**src/rtl/mux2_pkg.sv**
```systemverilog
// ---------------------------------------------------------------------------
// mux2_pkg : shared definitions for the registered 2:1 multiplexer
// Revision : 1.0 - initial release
// ---------------------------------------------------------------------------
`default_nettype none

package mux2_pkg;

  // Default operand width and the largest width the block supports.
  localparam int MUX2_DEFAULT_WIDTH = 8;
  localparam int MUX2_MAX_WIDTH     = 1024;

  // Select encoding: a value of 1 picks operand b, anything else picks a.
  typedef enum logic {
    SEL_A = 1'b0,
    SEL_B = 1'b1
  } mux2_sel_e;

  // Even parity (XOR of all bits). Operands narrower than the maximum are
  // zero-extended by the caller, which leaves the parity unchanged.
  function automatic logic mux2_parity(input logic [MUX2_MAX_WIDTH-1:0] v);
    return ^v;
  endfunction

endpackage

`default_nettype wire

```
**src/rtl/mux2_sel.sv**
```systemverilog
// ---------------------------------------------------------------------------
// mux2_sel : purely combinational WIDTH-bit 2:1 selector
//            (a when c is not 1, b when c is 1)
// Revision : 1.0 - initial release
// ---------------------------------------------------------------------------
`default_nettype none

module mux2_sel
  import mux2_pkg::*;
#(
  parameter int WIDTH = MUX2_DEFAULT_WIDTH
) (
  input  logic [WIDTH-1:0] a,
  input  logic [WIDTH-1:0] b,
  input  logic             c,
  output logic [WIDTH-1:0] sel_d
);

  mux2_sel_e sel;

  assign sel = mux2_sel_e'(c);

  // Pick b only on an explicit 1; X/Z in simulation fall to the default (a).
  always_comb begin
    sel_d = a;
    case (sel)
      SEL_B:   sel_d = b;
      default: sel_d = a;
    endcase
  end

endmodule

`default_nettype wire

```
**src/rtl/mux2.sv**
```systemverilog
// ---------------------------------------------------------------------------
// mux2     : registered, parameterised 2:1 data multiplexer with a valid
//            qualifier. Output y is loaded from the selected operand on
//            every valid cycle and held otherwise; out_vld is a one-cycle
//            delayed copy of in_vld.
//            Optional feature macro: MUX2_PARITY_EN adds a registered even
//            parity output y_par that always equals ^y.
// Revision : 1.0 - initial release
// ---------------------------------------------------------------------------
`default_nettype none

module mux2
  import mux2_pkg::*;
#(
  parameter int WIDTH = MUX2_DEFAULT_WIDTH
) (
  input  logic             clk,
  input  logic             rst_n,
  input  logic [WIDTH-1:0] a,
  input  logic [WIDTH-1:0] b,
  input  logic             c,
  input  logic             in_vld,
  output logic [WIDTH-1:0] y,
  output logic             out_vld
`ifdef MUX2_PARITY_EN
  ,
  output logic             y_par
`endif
);

  logic [WIDTH-1:0] sel_d;
  logic [WIDTH-1:0] y_d;
  logic [WIDTH-1:0] y_q;
  logic             out_vld_d;
  logic             out_vld_q;

  mux2_sel #(
    .WIDTH (WIDTH)
  ) u_sel (
    .a     (a),
    .b     (b),
    .c     (c),
    .sel_d (sel_d)
  );

  // Load the selected operand on valid cycles, otherwise hold.
  always_comb begin
    y_d       = y_q;
    out_vld_d = in_vld;
    if (in_vld) begin
      y_d = sel_d;
    end
  end

  // Output and valid registers; reset wins over any incoming valid.
  always_ff @(posedge clk) begin
    if (!rst_n) begin
      y_q       <= '0;
      out_vld_q <= 1'b0;
    end else begin
      y_q       <= y_d;
      out_vld_q <= out_vld_d;
    end
  end

  assign y       = y_q;
  assign out_vld = out_vld_q;

`ifdef MUX2_PARITY_EN
  logic [MUX2_MAX_WIDTH-1:0] sel_ext;
  logic                      y_par_d;
  logic                      y_par_q;

  // Parity is taken from the same operand that loads y, so it tracks ^y.
  always_comb begin
    sel_ext              = '0;
    sel_ext[WIDTH-1:0]   = sel_d;
    y_par_d              = y_par_q;
    if (in_vld) begin
      y_par_d = mux2_parity(sel_ext);
    end
  end

  // Parity register, loaded in lockstep with y.
  always_ff @(posedge clk) begin
    if (!rst_n) begin
      y_par_q <= 1'b0;
    end else begin
      y_par_q <= y_par_d;
    end
  end

  assign y_par = y_par_q;
`endif

endmodule

`default_nettype wire

```
**config.mk**
```make
export PLATFORM = sky130hd
export DESIGN_NAME = mux2
export DESIGN_NICKNAME = d
export VERILOG_FILES = /design/src/rtl/mux2_pkg.sv /design/src/rtl/mux2_sel.sv /design/src/rtl/mux2.sv
export SDC_FILE = /design/constraint.sdc
export NUM_CORES = 1
export LEC_CHECK = 0
export ABC_AREA = 1
export BUFFER_PORTS_ARGS = -buffer_cell sky130_fd_sc_hd__buf_4
export CORE_AREA = 2 2 39 41
export DETAILED_ROUTE_END_ITERATION = 12
export DIE_AREA = 0 0 41 43
export HOLD_SLACK_MARGIN = 0.06
export PLACE_DENSITY = 0.73
export SLEW_MARGIN = 40
export SYNTH_ARGS = -nofsm -noshare
export SYNTH_HDL_FRONTEND = slang
export SYNTH_SLANG_ARGS = --single-unit
```
**constraint.sdc**
```tcl
create_clock -name clk -period 1.1 [get_ports clk]
set_clock_uncertainty 0.2 [all_clocks]
set_input_delay 0.22 -clock clk [delete_from_list [all_inputs] [get_ports clk]]
set_output_delay 0.22 -clock clk [all_outputs]
set_load 0.02 [all_outputs]
```
# Word-level counts from Yosys, hierarchy flattened
# Index checks and enable logic that the tools add are counted.
# Widths: inputs -> output; s select.
[word_totals]
reg_bits = 9
latchBits = 0
ramBits = 0
romBits = 0
inputBits = 20
out_inout_bits = 9
word_cells = 3
n_memories = 0
[op_classes]
addsub = 0
mul = 0
n_div = 0
order_cmp = 0
eq_ne = 0
shift = 0
muxes = 1
bitwise = 0
n_reduce_logical = 0
[ops]
columns = ["operator", "n"]
rows = [
  ["$mux 8", 1],
]

# Logic depth before layout (Yosys ltp)
# Gate-level depths: netlist of the first run.
[depth]
depth_word = 1
depth_mapped = 6
depth_no_buf = 4

# Hierarchy
# From an unflattened synthesis of the first run, not the netlist that was laid out.
[unflattened]
cells_unflattened = 80
area_unflattened_um2 = 480.5
[modules_own_cells]
columns = ["mod", "n_inst", "cells_per_inst", "area_per_inst_um2", "seq_area_each_um2"]
rows = [
  ["mux2", 1, 54, 375.4, 180.2],
  ["mux2_sel", 1, 26, 105.1, 0.0],
]

# Worst setup path after synthesis of the first run
# OpenSTA, ideal clock, no wires.
[synth_path]
kind = "input to register"
from = "in c"
to = "reg y_q[3], in the netlist y[3]"
setup_time_ps = 117
t_arrival_ps = 650
t_required_ps = 783
slack_ps = 133
stages = 6
path_buffers = 2
path_cell_list = "buf_6 -> buf_6 -> nand2_1 -> nand2_1 -> nor2_1 -> nor2_1"
[synth_between]
elab_chain_cells = 1
[synth_rtl]
columns = ["element", "line", "text"]
rows = [
  ["start: declaration", "mux2.sv:21", "input logic c,"],
  ["$mux 8", "mux2_sel.sv:26", "case (sel)"],
  ["end signal: assignment", "mux2.sv:61", "y_q <= y_d;"],
  ["end: declaration", "mux2.sv:33", "logic [WIDTH-1:0] y_q;"],
]
# No other way between the ends.
# A chain may end at the register's enable or synchronous reset.

# Final worst setup path of the first run
[layout_path]
from = "reg y_q[1], in the netlist y[1]"
to = "out y[1]"
[layout_rtl]
columns = ["element", "line", "text"]
rows = [
  ["end: declaration", "mux2.sv:23", "output logic [WIDTH-1:0] y,"],
]
# No word-level cell between the ends.

==> results of run 1 <==
state kept, by name, summed over array words and instances, names as in the netlist:
register,count
out_vld,1
y,8
metrics by stage:
stage                     instance area, µm²  instances  total power [W]   util  worst slack [ns]
after floorplan                          449         70         0.000468      -             0.133
after global placement                   646        111         0.000556  0.467             0.150
after detailed placement                 646        111         0.000559  0.467             0.121
after CTS                                727        116         0.000838  0.525           -0.0298
after global routing                     727        116         0.000868  0.525           -0.0444
final                                    727        116         0.000823  0.525           -0.0178
cells by family (layout without fill, tap and decap cells):
family / count (synthesis) / in the layout
and+or+nand+nor: 41 / 41
buffers and inverters: 12 / 42
DFF: 9 / 9
AOI/OAI and AO/OA: 8 / 8
how the worst max path moves through the flow:
| stage | from | endpoint | slack, ns | cells past startpoint |
|---|---|---|---|---|
| 6_report | y[1]$_SDFFE_PN0P_ | y[1] | -0.02 | 1 |
| 5_1_grt | y[5]$_SDFFE_PN0P_ | y[5] | -0.04 | 1 |
| 4_1_cts | y[1]$_SDFFE_PN0P_ | y[1] | -0.03 | 1 |
| 3_5_place_dp | c | y[4]$_SDFFE_PN0P_ | 0.12 | 5 |
| 3_3_place_gp | c | y[2]$_SDFFE_PN0P_ | 0.15 | 5 |
| 2_1_floorplan | c | y[3]$_SDFFE_PN0P_ | 0.13 | 6 |
metal layers:
layer	global-route usage	vias up	wire length (µm)
met5	0	-	0
met4	0.0800	0	0
met3	0.0314	0	95
met2	0.191	18	499
met1	0.175	213	431
li1	-	266	-
cells in the final DEF (no fill, tap or decap):
master / instances
inv_1: 9
dfxtp_2: 9
clkbuf_4: 3
nand2_1: 17
clkbuf_1: 1
buf_6: 9
nor2_2: 3
o21ai_0: 8
buf_4: 19
dlygate4sd3_1: 1
nor2_1: 21
what timing repair did:
| item | CTS | global route |
|---|---|---|
| endpoints found under the setup margin | 9 | 9 |
| pin swaps | 0 | 0 |
| gates resized for setup | 18 | 0 |
| hold endpoints to repair | 7 | 0 |
| hold buffers | 1 | 0 |
power by group:
part           total, W  switching, W  internal, W
Clock          0.000248      0.000108     0.000139
Combinational  0.000207     0.0000947     0.000113
Sequential     0.000368     0.0000140     0.000354
Total          0.000823      0.000217     0.000606
layout make-up:
cell class              instances  share of cell area
repair buffers                 29               0.349
flip-flops and latches          9               0.263
multi-input cells              49               0.277
well taps                      16              0.0275
inverters                       9              0.0465
clock buffers                   4              0.0361
==> flow_summary_export.csv, run 1 <==
group,metric,value,unit
final_layout,diodes,0,
clock_tree,cts_setup_buffers,0,
die,boundaryPins,29,
setup_path,slowest_delay,0.32,ns
synthesis,synth-seq-cells,9,
setup_path,critical_path_arrival,0.70,ns
timing,worst_slew_pin_slew,0.177,ns
timing,min_period,1.12,ns
synthesis,synth_xor_xnor_area_share,0,
timing,maxSlewViolCount,0,
synthesis,synth_edf_count,0,
run,max_cap_violations,0,
clock_tree,root_buffer,"clkbuf_4",
routing,routedWlPerCell,8.84,µm
power_and_ir_drop,ir_drop,0.526,mV
final_layout,syn2layout_area_growth,61.8,%
run_status,violations,"negative setup slack",
clock_tree,numCtsBuffers,3,
routing,vias,497,
grt,grt_max_degree,18,
setup_path,timing.reg2reg.setup_slack,0.23,ns
synthesis,synth_common_cells,"21 x nor2_1, 17 x nand2_1, 9 x dfxtp_1, 9 x inv_1, 8 x o21ai_0",
final_layout,seqCellArea,191,µm²
routing,via_per_inst,4.28,
setup_path,reg2regPathDepth,2,
synthesis,synth-seq-area-share,0.401,
timing,fmax,895,MHz
synthesis,synth_top_cell_by_area,"dfxtp_1",
setup_path,start_kind,"flip-flop",
die,row_count,14,
clock_tree,tritoncts,"built",
timing,finalCritPeriodShare,1.02,
clock_tree,clk_latency,0.25,ns
setup_path,worstPathMaxFanout,2,
die,die_h,43,µm
setup_path,cpMaxStageDelayCell,"dfxtp_2",
synthesis,netlist.area_leader.share,0.401,
routing,drc,0,
die,initial_core_util,0.325,
hold_path,min_delay_path_depth,3,
synthesis,synth.distinct_cells,7,
setup_path,reg2reg_to,"y[4]$_SDFFE_PN0P_",
setup_path,crit_type,"reg2out",
synthesis,synth_simple_gate_area_share,0.359,
placement,dpl.hpwl,766,µm
timing,final.setup.tns,-0.122,ns
hold_path,holdPathEnd,"y[5]$_SDFFE_PN0P_",
power_and_ir_drop,p_per_area,1130,nW/µm²
synthesis,synthesis.nets,90,
setup_path,path_buf_inv,1,
routing,first_iter_violations,2,
routing,firstDrtPassIters,2,
synthesis,synth-async-reset-ratio,0,
timing,rsz0062_at_grt,"true",
routing,totalWireLength,1030,µm
synthesis,syn_area,449,µm²
die,core,1380,µm²
placement,place.gp.congestion,0.600,
hold_path,hp-class,"in2reg",
setup_path,required,0.68,ns
synthesis,ys.flop_type,"dfxtp_1",
synthesis,yosysWarnings,0,
grt,grt_pass1_vias,422,
die,die_w,41,µm
setup_path,crit_chain,"buf_6",
placement,io_buffers,28,
timing,setup_slack,-0.0178,ns
grt,grt_pass1_wl,1620,µm
routing,ant_nets,0,
clock_tree,clock-sinks,9,
grt,antenna_found_initial,0,
clock_tree,clkTransAtPathRegs,0.06,ns
timing,setup_viol,9,
die,die-area,1760,µm²
timing,timing.hold.ws,0.0574,ns
hold_path,hp-start,"rst_n",
final_layout,fillerInstances,153,
timing,hold_violations,0,
setup_path,r2r_start,"y[4]$_SDFFE_PN0P_",
power_and_ir_drop,p_leak,0.394,nW
synthesis,synth_top_family_by_area,"simple AND/OR/NAND/NOR gates",
final_layout,drive_above_1_share,0.430,
final_layout,multi_input_area,201,µm²
grt,grt_overflow_total,0,
synthesis,synth_compound_area_frac,0.0891,
run_status,outcome,"finished with violations",
clock_tree,htreeDepth,1,
synthesis,synthMuxAreaShare,0,
final_layout,finalNetCount,121,
timing,max_slew_margin,0.880,
grt,grt_usage,0.134,
synthesis,synth-adder-area-share,0,
synthesis,syn_inst,70,
synthesis,yosysMostFrequentCell,"nor2_1",
synthesis,synth.area.top_cells,"dfxtp_1 40%, nor2_1 18%, nand2_1 14%",
setup_path,cp_top_family,"flip-flops",
setup_path,endpoint_kind,"primary output",
synthesis,syn_area_per_cell,6.42,µm²
clock_tree,cts_buffer_depth,2,
Power figures use the tool's default switching activity.
==> run 2: changes to the inputs <==
--- a/config.mk
+++ b/config.mk
@@ -11,7 +11,7 @@
 export DETAILED_ROUTE_END_ITERATION = 12
 export DIE_AREA = 0 0 41 43
 export HOLD_SLACK_MARGIN = 0.06
-export PLACE_DENSITY = 0.73
+export PLACE_DENSITY = 0.66
 export SLEW_MARGIN = 40
 export SYNTH_ARGS = -nofsm -noshare
 export SYNTH_HDL_FRONTEND = slang
==> run 2 against run 1 <==
  * The run still ends with negative setup slack left
  * Non-clock buffer count increased by 1
  * Register-to-register slack about the same
  * Fmax decreased by 0.75%
  * Sequential share of layout area decreased by 0.36 points
  * Global-route usage decreased by 1.7 points
  * Utilization increased by 0.72 points
  * Combinational power about the same
  * Critical path type unchanged
==> flow_summary_export.csv, run 2 (synthesis results as in run 1) <==
group,metric,value,unit
run_status,outcome,"finished with violations",
run_status,violations,"negative setup slack",
grt,grt_pass1_vias,352,
die,die-area,1760,µm²
timing,final.setup.tns,-0.146,ns
setup_path,cp_top_family,"flip-flops",
power_and_ir_drop,p_leak,0.398,nW
timing,finalCritPeriodShare,1.02,
timing,maxSlewViolCount,0,
routing,totalWireLength,992,µm
clock_tree,numCtsBuffers,3,
routing,drc,0,
final_layout,stdcell_area,737,µm²
grt,grt_max_degree,18,
clock_tree,root_buffer,"clkbuf_4",
setup_path,crit_type,"reg2out",
routing,firstDrtPassIters,2,
final_layout,layout_common_cells,"21 x nor2_1, 19 x buf_4, 17 x nand2_1",
final_layout,diodes,0,
setup_path,cpMaxStageDelayCell,"dfxtp_2",
placement,io_buffers,28,
die,row_count,14,
setup_path,slowest_delay,0.34,ns
placement,placed_cell_area,646,µm²
timing,setup_viol,10,
final_layout,syn2layout_area_growth,64.1,%
routing,vias,479,
routing,via_per_inst,4.09,
power_and_ir_drop,ir_drop,0.651,mV
timing,rsz0062_at_grt,"true",
hold_path,holdPathEnd,"y[6]$_SDFFE_PN0P_",
routing,first_iter_violations,3,
timing,worst_slew_pin_slew,0.180,ns
clock_tree,tritoncts,"built",
setup_path,r2r_start,"y[4]$_SDFFE_PN0P_",
placement,dpl.hpwl,711,µm
timing,min_period,1.13,ns
grt,grt_overflow_total,0,
timing,hold_violations,0,
final_layout,finalNetCount,122,
grt,grt_pass1_wl,1350,µm
clock_tree,cts_buffer_depth,2,
setup_path,worstPathMaxFanout,2,
timing,fmax,888,MHz
timing,max_slew_margin,0.879,
clock_tree,clock-sinks,9,
setup_path,crit_chain,"buf_6",
placement,dp.cells,111,
power_and_ir_drop,p_total,0.000830,W
placement,place.gp.congestion,0.720,
timing,setup_slack,-0.0263,ns
setup_path,path_buf_inv,1,
final_layout,final_common_cell,"nor2_1",
final_layout,drive_above_1_share,0.426,
final_layout,post_layout_nonfiller_instances,117,
run,max_cap_violations,0,
clock_tree,clk_latency,0.25,ns
power_and_ir_drop,p_per_area,1130,nW/µm²
setup_path,reg2regPathDepth,2,
die,die_h,43,µm
hold_path,hp-class,"in2reg",
grt,antenna_found_initial,0,
setup_path,endpoint_kind,"primary output",
setup_path,timing.reg2reg.setup_slack,0.23,ns
clock_tree,clkTransAtPathRegs,0.06,ns
setup_path,reg2reg_to,"y[4]$_SDFFE_PN0P_",
die,boundaryPins,29,
clock_tree,htreeDepth,1,
setup_path,start_kind,"flip-flop",
setup_path,critical_path_arrival,0.71,ns
setup_path,required,0.68,ns
die,initial_core_util,0.325,
routing,routedWlPerCell,8.48,µm
hold_path,hp-start,"rst_n",
die,core,1380,µm²
routing,ant_nets,0,
grt,grt_usage,0.117,
final_layout,largest_reg_flops,8,
hold_path,min_delay_path_depth,3,
die,die_w,41,µm
final_layout,final_util,0.533,
## run 2: where the power goes
group          total [W]  leakage, nW  internal, W  switching [W]
registers       0.000368       0.0774     0.000354      0.0000142
clock network   0.000252       0.0150     0.000140       0.000112
logic           0.000210        0.306     0.000115      0.0000949
total           0.000830        0.398     0.000609       0.000221
## run 2: what timing repair did
action | in CTS | in global routing
pin swaps | 0 | 0
buffers inserted | 0 | 0
resized for setup | 18 | 0
hold endpoints to repair | 9 | 1
endpoints found under the setup margin | 9 | 9
hold buffers | 1 | 1
## run 2: metrics by stage
stage | setup WS [ns] | hold slack, ns
6_report | -0.0263 | 0.0514
5_1_grt | -0.0578 | 0.0650
4_1_cts | -0.0259 | 0.0460
3_5_place_dp | 0.126 | 0.268
3_3_place_gp | 0.137 | 0.268
2_1_floorplan | 0.133 | 0.118
## run 2: layout make-up
type                       count  area (µm²)
fill                         144         647
timing repair buffer          30         264
multi-input combinational     49         201
sequential                     9         191
inverter                       9        33.8
clock buffer                   4        26.3
tap                           16        20.0
## run 2: worst max path at each step
stage,from,to,cells past startpoint
floorplan,c,y[3]$_SDFFE_PN0P_,6
global placement,c,y[4]$_SDFFE_PN0P_,5
detailed placement,in_vld,y[7]$_SDFFE_PN0P_,3
CTS,y[0]$_SDFFE_PN0P_,y[0],1
global route,y[7]$_SDFFE_PN0P_,y[7],1
finish,y[1]$_SDFFE_PN0P_,y[1],1
## run 2: routing by layer
metal	up-vias	GRT usage	routed length [µm]
met1	188	0.161	473
met4	0	0.0800	8
met3	2	0.0524	107
met2	21	0.138	403
met5	-	0	0
li1	268	-	-
==> run 3: changes to the inputs <==
--- a/config.mk
+++ b/config.mk
@@ -5,13 +5,11 @@
 export SDC_FILE = /design/constraint.sdc
 export NUM_CORES = 1
 export LEC_CHECK = 0
-export ABC_AREA = 1
 export BUFFER_PORTS_ARGS = -buffer_cell sky130_fd_sc_hd__buf_4
 export CORE_AREA = 2 2 39 41
 export DETAILED_ROUTE_END_ITERATION = 12
 export DIE_AREA = 0 0 41 43
 export HOLD_SLACK_MARGIN = 0.06
-export PLACE_DENSITY = 0.66
 export SLEW_MARGIN = 40
 export SYNTH_ARGS = -nofsm -noshare
 export SYNTH_HDL_FRONTEND = slang
==> run 3 against run 2 <==
  * The flow still finishes with violations (negative setup slack)
  * Register-to-register slack worse by 0.05 ns
  * Final cell count down 29%
  * Routed wire length rose by 4.8%
  * Critical path depth unchanged
  * Largest cell class unchanged
==> flow_summary_export.csv, run 3 <==
group,metric,value,unit
run_status,outcome,"finished with violations",
run_status,violations,"negative setup slack",
hold_path,min_delay_path_depth,3,
synthesis,synth.area.top_cells,"dfxtp_1 48%, mux2i_1 21%, a21oi_1 11%",
grt,grt_max_degree,18,
die,initial_core_util,0.270,
power_and_ir_drop,p_leak,0.318,nW
timing,setup_slack,-0.0233,ns
final_layout,largest_reg_flops,8,
power_and_ir_drop,power_switching,0.000211,W
final_layout,final_common_cell,"buf_4",
setup_path,reg2reg_to,"y[6]$_SDFFE_PN0P_",
setup_path,endpoint_kind,"primary output",
timing,finalCritPeriodShare,1.02,
synthesis,synthesis.nets,56,
timing,timing.hold.ws,0.0325,ns
setup_path,reg2regPathDepth,3,
setup_path,crit_type,"reg2out",
final_layout,stdcell_area,661,µm²
setup_path,r2r_start,"y[6]$_SDFFE_PN0P_",
setup_path,timing.reg2reg.setup_slack,0.18,ns
hold_path,holdPathEnd,"y[6]$_SDFFE_PN0P_",
power_and_ir_drop,combPwrFrac,0.239,
clock_tree,numCtsBuffers,3,
synthesis,netlist.area_leader.share,0.482,
setup_path,cpMaxStageDelayCell,"dfxtp_2",
setup_path,path_buf_inv,1,
final_layout,fillerInstances,155,
synthesis,synth-seq-area-share,0.482,
final_layout,syn2layout_area_growth,76.6,%
clock_tree,cts_buffer_depth,2,
placement,io_buffers,28,
setup_path,slowest_delay,0.32,ns
placement,place.gp.congestion,0.686,
grt,grt_pass1_wl,1540,µm
clock_tree,clk_latency,0.25,ns
placement,placed_cell_area,582,µm²
run,max_cap_violations,0,
final_layout,finalNetCount,88,
final_layout,drive_above_1_share,0.642,
timing,min_period,1.12,ns
setup_path,critical_path_arrival,0.70,ns
timing,maxSlewViolCount,0,
timing,max_slew_margin,0.910,
final_layout,layout_common_cells,"20 x buf_4, 9 x dfxtp_2, 9 x buf_6",
setup_path,required,0.68,ns
synthesis,yosysMostFrequentCell,"dfxtp_1",
die,row_count,14,
synthesis,syn_area,374,µm²
grt,grt_overflow_total,0,
synthesis,synth.distinct_cells,7,
die,core,1380,µm²
clock_tree,clock-sinks,9,
setup_path,crit_chain,"buf_6",
synthesis,synth-seq-cells,9,
routing,via_per_inst,4.60,
setup_path,worstPathMaxFanout,1,
timing,hold_violations,0,
power_and_ir_drop,swShare,0.257,
timing,worst_slew_pin_slew,0.132,ns
grt,grt_pass1_vias,353,
die,die_w,41,µm
synthesis,syn_area_per_cell,10.4,µm²
synthesis,synth_edf_count,0,
power_and_ir_drop,p_per_area,1240,nW/µm²
routing,firstDrtPassIters,4,
power_and_ir_drop,pwr-share-seq,0.451,
grt,grt_usage,0.133,
hold_path,hp-class,"in2reg",
power_and_ir_drop,ir_drop,0.558,mV
routing,totalWireLength,1040,µm
synthesis,synth_top_cell_by_area,"dfxtp_1",
setup_path,cp_top_family,"flip-flops",
die,die-area,1760,µm²
power_and_ir_drop,p_total,0.000818,W
timing,rsz0062_at_grt,"true",
synthesis,synth-async-reset-ratio,0,
clock_tree,tritoncts,"built",
routing,first_iter_violations,3,
routing,drc,0,
synthesis,yosysWarnings,0,
final_layout,diodes,0,
timing,fmax,890,MHz
synthesis,synth_common_cells,"9 x dfxtp_1, 8 x a21oi_1, 8 x mux2i_1, 7 x o21ai_0, 2 x buf_6",
timing,setup_viol,9,
hold_path,hp-start,"rst_n",
synthesis,ys.flop_type,"dfxtp_1",
grt,antenna_found_initial,0,
die,die_h,43,µm
power_and_ir_drop,power_frac_clock,0.310,
routing,vias,382,
routing,ant_nets,0,
clock_tree,root_buffer,"clkbuf_4",
clock_tree,clkTransAtPathRegs,0.06,ns
clock_tree,htreeDepth,1,
synthesis,syn_inst,36,
routing,routedWlPerCell,12.5,µm
die,boundaryPins,29,
setup_path,start_kind,"flip-flop",
power_and_ir_drop,p_int,0.000607,W
## run 3: cell types whose count changed after synthesis, moves of 3 or more
cell     previous run  this run
inv_1               9         0
nor2_2              3         0
nor2_1             21         0
a21oi_1             0         8
nand2_1            17         0
mux2i_1             0         8
## run 3: power groups by stage
stage          clock network [W]   logic, W  registers [W]
2_1_floorplan                  0  0.0000538       0.000397
5_1_grt                 0.000275   0.000212       0.000372
3_3_place_gp                   0   0.000175       0.000368
4_1_cts                 0.000262   0.000196       0.000368
6_report                0.000253   0.000195       0.000369
3_5_place_dp                   0   0.000177       0.000368
## run 3: what timing repair did
item,in CTS,in global routing
setup endpoints to repair,9,9
endpoints found under the hold margin,7,1
setup buffers,1,0
gates resized for setup,17,1
## run 3: worst max path at each step
stage | end | cells after the start | startpoint | slack (ns)
floorplan | y[0]$_SDFFE_PN0P_ | 3 | c | 0.20
global placement | y[5]$_SDFFE_PN0P_ | 3 | c | 0.11
detailed placement | y[3]$_SDFFE_PN0P_ | 3 | c | 0.1
CTS | y[3] | 1 | y[3]$_SDFFE_PN0P_ | -0.03
global route | out_vld | 1 | out_vld$_SDFF_PN0_ | -0.05
finish | out_vld | 1 | out_vld$_SDFF_PN0_ | -0.02
## run 3: layout make-up
cell class	instances	area, µm²	share of cell area
multi-input cells	25	171	0.259
flip-flops and latches	9	191	0.290
well taps	16	20.0	0.0303
clock buffers	4	26.3	0.0398
repair buffers	29	251	0.381
## run 3: cells by family (layout without fill, tap and decap cells)
kind of cell / after synthesis / in the layout / share of synthesized area
AOI/OAI and AO/OA: 16 / 16 / 0.224
buffers and inverters: 2 / 33 / 0.0602
DFF: 9 / 9 / 0.482
muxes: 8 / 8 / 0.214
and+or+nand+nor: 1 / 1 / 0.0201
## run 3: per-stage QoR
stage	setup WS [ns]	instances	setup TNS, ns	utilization
CTS	-0.0289	83	-0.212	0.476
global placement	0.109	78	0	0.420
detailed placement	0.0968	78	0	0.420
finish	-0.0233	83	-0.163	0.477
global route	-0.0476	83	-0.358	0.477
floorplan	0.202	36	0	-
## run 3: metal layers
metal,wire length (µm),global-route usage
met5,0,0
met4,15,0.100
met3,83,0.0157
met2,508,0.191
met1,432,0.173
